==> config.mk <==
export PLATFORM = sky130hd
export DESIGN_NAME = vga_draw_scheduler
export DESIGN_NICKNAME = d
export VERILOG_FILES = /design/src/rtl/vga_draw_scheduler.sv
export SDC_FILE = /design/constraint.sdc
export NUM_CORES = 1
export LEC_CHECK = 0
export BUFFER_PORTS_ARGS = -buffer_cell sky130_fd_sc_hd__buf_2
export CORE_MARGIN = 2
export CORE_UTILIZATION = 32
export DETAILED_ROUTE_END_ITERATION = 12
export PLACE_DENSITY_LB_ADDON = 0.3
export SLEW_MARGIN = 25
export SYNTH_ARGS = -nofsm -noshare
export SYNTH_HDL_FRONTEND = slang
export SYNTH_SLANG_ARGS = --single-unit
==> constraint.sdc <==
create_clock -name clk -period 1.87 [get_ports clk]
set_input_delay 0.2805 -clock clk [delete_from_list [all_inputs] [get_ports clk]]
set_output_delay 0.2805 -clock clk [all_outputs]
set_load 0.02 [all_outputs]
==> src/rtl/vga_draw_scheduler.sv <==
// Sequences up to three VGA draw units (clear, tile, sprite) once per frame, handing
// the shared bus grant directly from one enabled unit to the next with a per-unit watchdog.
module vga_draw_scheduler #(
  parameter logic [16:0] TIMEOUT_CYCLES = 17'd70000
) (
  input  logic       clk,
  input  logic       reset,
  input  logic       frame_tick,
  input  logic [2:0] unit_mask,
  input  logic [2:0] unit_done,
  input  logic       err_clr,
  output logic [2:0] unit_start,
  output logic [2:0] unit_grant,
  output logic       busy,
  output logic       frame_done,
  output logic       overrun,
  output logic       timeout_err,
  output logic [1:0] timeout_unit,
  output logic [1:0] state_dbg
);

  // Handshake: unit_start is a one-cycle pulse; the granted unit answers with a one-cycle
  // unit_done pulse on its own bit, accepted only while the scheduler waits on that unit.
  typedef enum logic [1:0] {IDLE = 2'd0, START = 2'd1, WAIT = 2'd2, FDONE = 2'd3} state_t;

  state_t      state, state_n;
  logic [2:0]  mask_q, mask_n;
  logic [1:0]  idx, idx_n;
  logic [16:0] timer, timer_n;
  logic [2:0]  first_new, first_next;
  logic        done_hit, tmo_hit;
  logic [2:0]  idx_onehot;

  // Returns {found, index} of the lowest set bit of m at position lo or above.
  function automatic logic [2:0] first_from(input logic [2:0] m, input int lo);
    logic       found;
    logic [1:0] n;
    found = 1'b0;
    n     = 2'd0;
    for (int k = 2; k >= 0; k--) begin
      if (m[k] && k >= lo) begin
        found = 1'b1;
        n     = 2'(k);
      end
    end
    return {found, n};
  endfunction

  assign first_new  = first_from(unit_mask, 0);
  assign first_next = first_from(mask_q, int'(idx) + 1);
  assign done_hit   = (state == WAIT) && unit_done[idx];
  // A done pulse on the final allowed cycle wins over the watchdog.
  assign tmo_hit    = (state == WAIT) && (timer == TIMEOUT_CYCLES - 17'd1) && !unit_done[idx];

  always_comb begin
    state_n = state;
    mask_n  = mask_q;
    idx_n   = idx;
    timer_n = timer;
    case (state)
      IDLE: begin
        if (frame_tick) begin
          mask_n = unit_mask;
          if (first_new[2]) begin
            state_n = START;
            idx_n   = first_new[1:0];
          end else begin
            state_n = FDONE;
          end
        end
      end
      START: begin
        timer_n = 17'd0;
        state_n = WAIT;
      end
      WAIT: begin
        timer_n = timer + 17'd1;
        if (done_hit || tmo_hit) begin
          if (first_next[2]) begin
            state_n = START;
            idx_n   = first_next[1:0];
          end else begin
            state_n = FDONE;
          end
        end
      end
      FDONE: state_n = IDLE;
      default: state_n = IDLE;
    endcase
  end

  always_ff @(posedge clk) begin
    if (reset) begin
      state        <= IDLE;
      mask_q       <= 3'd0;
      idx          <= 2'd0;
      timer        <= 17'd0;
      overrun      <= 1'b0;
      timeout_err  <= 1'b0;
      timeout_unit <= 2'd0;
    end else begin
      state       <= state_n;
      mask_q      <= mask_n;
      idx         <= idx_n;
      timer       <= timer_n;
      overrun     <= (frame_tick && state != IDLE) || (overrun && !err_clr);
      timeout_err <= tmo_hit || (timeout_err && !err_clr);
      if (tmo_hit) timeout_unit <= idx;
    end
  end

  assign idx_onehot = 3'b001 << idx;
  assign unit_start = (state == START) ? idx_onehot : 3'b000;
  assign unit_grant = (state == START || state == WAIT) ? idx_onehot : 3'b000;
  assign busy       = (state != IDLE);
  assign frame_done = (state == FDONE);
  assign state_dbg  = state;

endmodule

# Word level (Yosys, flattened, before mapping)
# Index checks and enable logic that the tools add are counted.
# op_classes
addsub	2
order_cmp	4
eq_ne	8
n_shift	1
muxes	27
n_reduce_logical	22
# ops
op	n
$pmux 17 s2	1
$mux 2	14
$add 17x1->17 const B	1
$eq 17x17->1 const B	1
$logic_and 1x1->1	9
$pmux 2 s4	1
$mux 1	7
$ge 1x3->1 const A	2
$mux 3	2
$ne 2x2->1 const B	3
$reduce_bool 2->1	3
$reduce_and 5->1	1
$eq 2x2->1 const B	2
$logic_or 1x1->1	4
$pmux 2 s2	1
$reduce_and 2->1	2
$add 2x1->3 const B	1
$ge 2x3->1 const A	1
$lt 2x3->1 const B	1
$shl 1x2->3 const A	1
$bmux 1 s2	1
$eq 2x1->1 const B	1
$logic_not 1->1	2
$logic_not 2->1	1
$ne 2x1->1 const B	1
# word_totals
regBits	28
output_inout_bits	14

# Depth between registers and ports, before layout
# logic_depth
word_depth	9
mapped_depth	8

# Worst setup path before layout
# No wires, ideal clock.
# synth_path
kind	flip-flop to flip-flop
from	register state[0], in the netlist state_dbg[0]
to	register timer[12]
setup_time_ps	124
arrival_time_ps	1787
setup_slack_ps	-41
path_stages_with_launch	9
n_path_buf	1
synth_period_minus_slack_ps	1911
cell_sequence	dfxtp_1 inv_1 ha_1 buf_2 nand4_1 nor3_2 and3_1 xnor2_1 nor2_1
# synth_via
elab_chain_cells	2
word_cells_on_any_way	4
# synth_rtl
item	line	source
from (decl)	26	state_t state, state_n;
from (signal assigned)	102	state <= state_n;
$eq 2x2->1 or $eq 2x1->1 (tied branches)	60	case (state)
$pmux 17 s2 or $reduce_bool 2->1 (tied branches)	--	
to (signal assigned)	105	timer <= timer_n;
to (decl)	29	logic [16:0] timer, timer_n;
# Several ways; a longest one is shown, not always the timed one.
# A chain may end at the register's enable or synchronous reset.

# Worst setup path in the final report
# layout_path
from	register state[1], in the netlist state_dbg[1]
to	output port unit_grant[0]
# layout_via
elab_chain_cells	3
word_cells_on_any_way	4
# layout_rtl
item	line	source
$eq 2x1->1 or $eq 2x2->1 (tied branches)	114	assign unit_grant = (state == START || state == WAIT) ? idx_onehot : 3'b000;
$logic_or 1x1->1 (*)	114	
$mux 3 (*)	114	
to (decl)	13	output logic [2:0] unit_grant,
# Mark *: on every way between the ends. The rest lies on a longest branch, timed or not.

==> flow_summary.rst <==
.. list-table::
   :header-rows: 1

   * - Metric
     - Value
   * - Yosys warning total
     - 0
   * - Cell area after layout
     - between 1500 and 2000 µm²
   * - Number of global-route vias before repair
     - between 1k and 1.5k
   * - Fill count
     - roughly 460
   * - Synthesis-to-layout area growth
     - 17.6%
   * - Kind of critical path
     - flip-flop to primary output
   * - Number of clock buffers inserted by TritonCTS
     - 3
   * - Detailed-routed wire length on met3
     - approximately 140 µm
   * - Initial Utilization
     - 32.5%
   * - Final cycle utilization of the critical path
     - between 90 and 100%
   * - NumNets Final
     - just under 200
   * - Max Clock Skew
     - between 9 and 10 ps
   * - Die outline height
     - around 70 µm
   * - Number of buffer cells added on primary ports
     - 23
   * - Setup violators final
     - 0
   * - Synthesized area per cell
     - a little under 9 µm²
   * - Hold Crit Class
     - primary input to flip-flop
   * - Worst skew pair latency
     - between 200 and 300 ps
   * - Mapped Nets
     - 172
   * - Most frequent cells in the layout
     - sky130_fd_sc_hd__nor2_1, sky130_fd_sc_hd__dfxtp_1, sky130_fd_sc_hd__buf_2, sky130_fd_sc_hd__xor2_1, sky130_fd_sc_hd__a21oi_1
   * - Setup bufs post-CTS
     - 0
   * - Most used flip-flop cell after synthesis
     - sky130_fd_sc_hd__dfxtp_1
   * - Via count normalized by instance count
     - 4.94
   * - Final Max Tran Viols
     - 0
   * - CP cell instances
     - inv_1, ha_4, buf_4, nor3b_1, buf_2
   * - Post-synthesis sequential area ratio
     - slightly below 40%
   * - Initial antenna violation count
     - 0
   * - Top layer reached by signal wires
     - met4
   * - Final Hold Fails
     - 0
   * - Clock period minus worst slack
     - approximately 1800 ps
   * - Number of design rule violations left after detail routing
     - 0
   * - Req. time, crit path
     - between 1500 and 2000 ps
   * - Global-route wire length before repair
     - between 4000 and 5000 µm
   * - Post-synthesis async set-or-reset flop share
     - 0%
   * - Antenna fix cells
     - 0
   * - Register bit total from synthesis
     - 27
   * - Nature of the critical path endpoint
     - primary output
   * - Clock-pin transition on the worst setup and hold timing paths
     - ~100 ps
   * - Startpoint of the most critical hold path
     - unit_mask[2]
   * - Total number of placement rows
     - 24
   * - Data arrival time of the critical path
     - around 1500 ps
   * - Maximum vdd ir drop
     - around 0.37 mV
   * - Number of enable-type register cells in the synthesized netlist
     - 0
   * - Post-synthesis instance area
     - around 1400 µm²
   * - Maximum clock insertion buffer count
     - 2
   * - Die area
     - around 5000 µm²
   * - Peak fanout along the critical path
     - 5
   * - Met2 WL post-DR
     - ~1400 µm
   * - Final WL
     - just under 3000 µm
   * - Critical path startpoint
     - state_dbg[1]
   * - Slew at the pin with the worst max-slew slack
     - between 400 and 500 ps
   * - Post-DP HPWL
     - ~2200 µm
   * - Startpoint type of the worst setup path
     - flip-flop
   * - Peak per-stage delay on the critical path
     - approximately 370 ps
   * - Run status
     - finished, final reports clean
   * - Sinks on Clock Net
     - 27
   * - Slew headroom
     - ~70%
   * - CTS HTree Levels
     - 1
   * - Overall power
     - 2000 µW
   * - Final-layout worst hold slack
     - ~290 ps
   * - RSZ-0062 raised after global routing
     - no
   * - Width of the die
     - about 70 µm
   * - Average wire per cell in the routed design
     - between 10 and 15 µm
   * - Upper clock frequency limit
     - between 500 and 600 MHz
   * - Drt first pass iters
     - 4
   * - Ratio of cells with drive above 1 in the final layout
     - 23.2%
   * - TritonCTS clock tree
     - yes
   * - # hold bufs at CTS
     - 0
   * - Largest net degree at the start of global routing
     - 18
   * - Cell count after synthesis
     - approximately 160
   * - Yosys cell types
     - 39
   * - Global-route congestion overflow total
     - 0
   * - Slowest stage cell, crit path
     - sky130_fd_sc_hd__dfxtp_2
   * - P_leak
     - between 0.0006 and 0.0007 µW
   * - Remaining antenna violation count
     - 0
   * - Count of maximum capacitance violations
     - 0
   * - Area post-placement
     - around 1600 µm²
   * - Core area
     - around 4300 µm²
   * - Sum of routed wire segments on met1
     - 1350 µm
   * - Total Routing Usage GR
     - 12.3%
   * - Clock tree root driver cell
     - sky130_fd_sc_hd__clkbuf_8
   * - Vias post-DR
     - approximately 1.2k
   * - Cell area power density
     - 1220 nW/µm²
   * - RR Startpoint
     - timer[0]
   * - Flop2flop setup slack
     - ~160 ps
   * - Number of design-rule violations left by the first detailed-router iteration
     - 44
   * - GPL Wtd Cong
     - between 0.7 and 0.8
   * - I/O Pins
     - 24
   * - Post-route setup TNS
     - 0 ps
==> kinds of logic after synthesis <==
family          count (synthesis)  synth area share, %
simple gates                   71                 29.7
xor+xnor                       14                 8.77
fa+ha+maj                       5                 4.48
buf+inv                        14                 3.85
compound gates                 22                 11.6
flops                          27                 38.7
mux                             4                 2.86
==> stage by stage <==
step           worst slack, ps  utilization (%)  cells
2_1_floorplan             69.1                -    157
3_3_place_gp               151             36.9    229
3_5_place_dp               137             36.9    229
4_1_cts                   65.9             38.2    233
5_1_grt                   7.65             38.3    233
6_report                  89.8             38.3    233
==> power breakdown <==
part           switching (µW)  internal (µW)  total [µW]
logic                     546            408         955
registers                67.2            642         709
clock network             185            149         334
==> worst paths after layout <==
path | cells after the start | end
max | 5 | unit_grant[0]
min | 3 | mask_q[2]
max reg2reg | 6 | idx[0]
min reg2reg | 2 | mask_q[1]
==> Yosys cell counts, drive strengths merged, types with 2 or more instances <==
cell type | count | share of area (%)
or3 | 3 | 1.3
nand3 | 7 | 2.5
nor3 | 4 | 2.1
and3 | 3 | 1.3
nor2 | 25 | 6.7
nor4b | 2 | 2.3
xnor2 | 5 | 3.1
nor3b | 3 | 1.6
xor2 | 9 | 5.6
ha | 5 | 4.5
and3b | 4 | 2.5
a21oi | 9 | 3.2
nand2 | 8 | 2.1
clkbuf | 6 | 1.6
o21ai | 3 | 1.1
nand4 | 5 | 2.7
a311oi | 2 | 1.3
inv | 7 | 1.9
dfxtp | 27 | 39
and4bb | 2 | 1.8
mux2i | 4 | 2.9
==> cell type report <==
cell class	count	area (µm²)	share of cell area, %
Clock buffer	3	41.3	2.51
Clock inverter	1	5.00	0.304
Inverter	7	26.3	1.60
Multi-Input combinational cell	116	816	49.6
Sequential cell	27	546	33.2
Tap cell	52	65.1	3.96
Timing Repair Buffer	27	145	8.83
==> worst max-delay path, delay by kind of cell, from the launching register on <==
family / cells / cell delay (ps)
flops: 1 / 370
simple gates: 1 / 160
buf+inv: 3 / 400
fa+ha+maj: 1 / 290
==> registers in the layout, indices dropped and copies added (netlist names) <==
signal and cells:
timer 17, idx 2, mask_q 2, state_dbg 2
timeout_unit 2, overrun 1, timeout_err 1
==> per-layer routing <==
metal / global-route usage, % / vias to the layer above
met2: 21.9 / 23
li1: - / 591
met1: 14.2 / 532
met4: 3.42 / 0
met3: 3.90 / 4
met5: 0 / -
==> repair_timing <==
action | 4_1_cts | 5_1_grt
pin swaps | 0 | 0
cloned | 0 | 0
resized for setup | 1 | 2
endpoints found under the setup margin | 1 | 2
No activity file was read; power rests on OpenSTA's default activity.
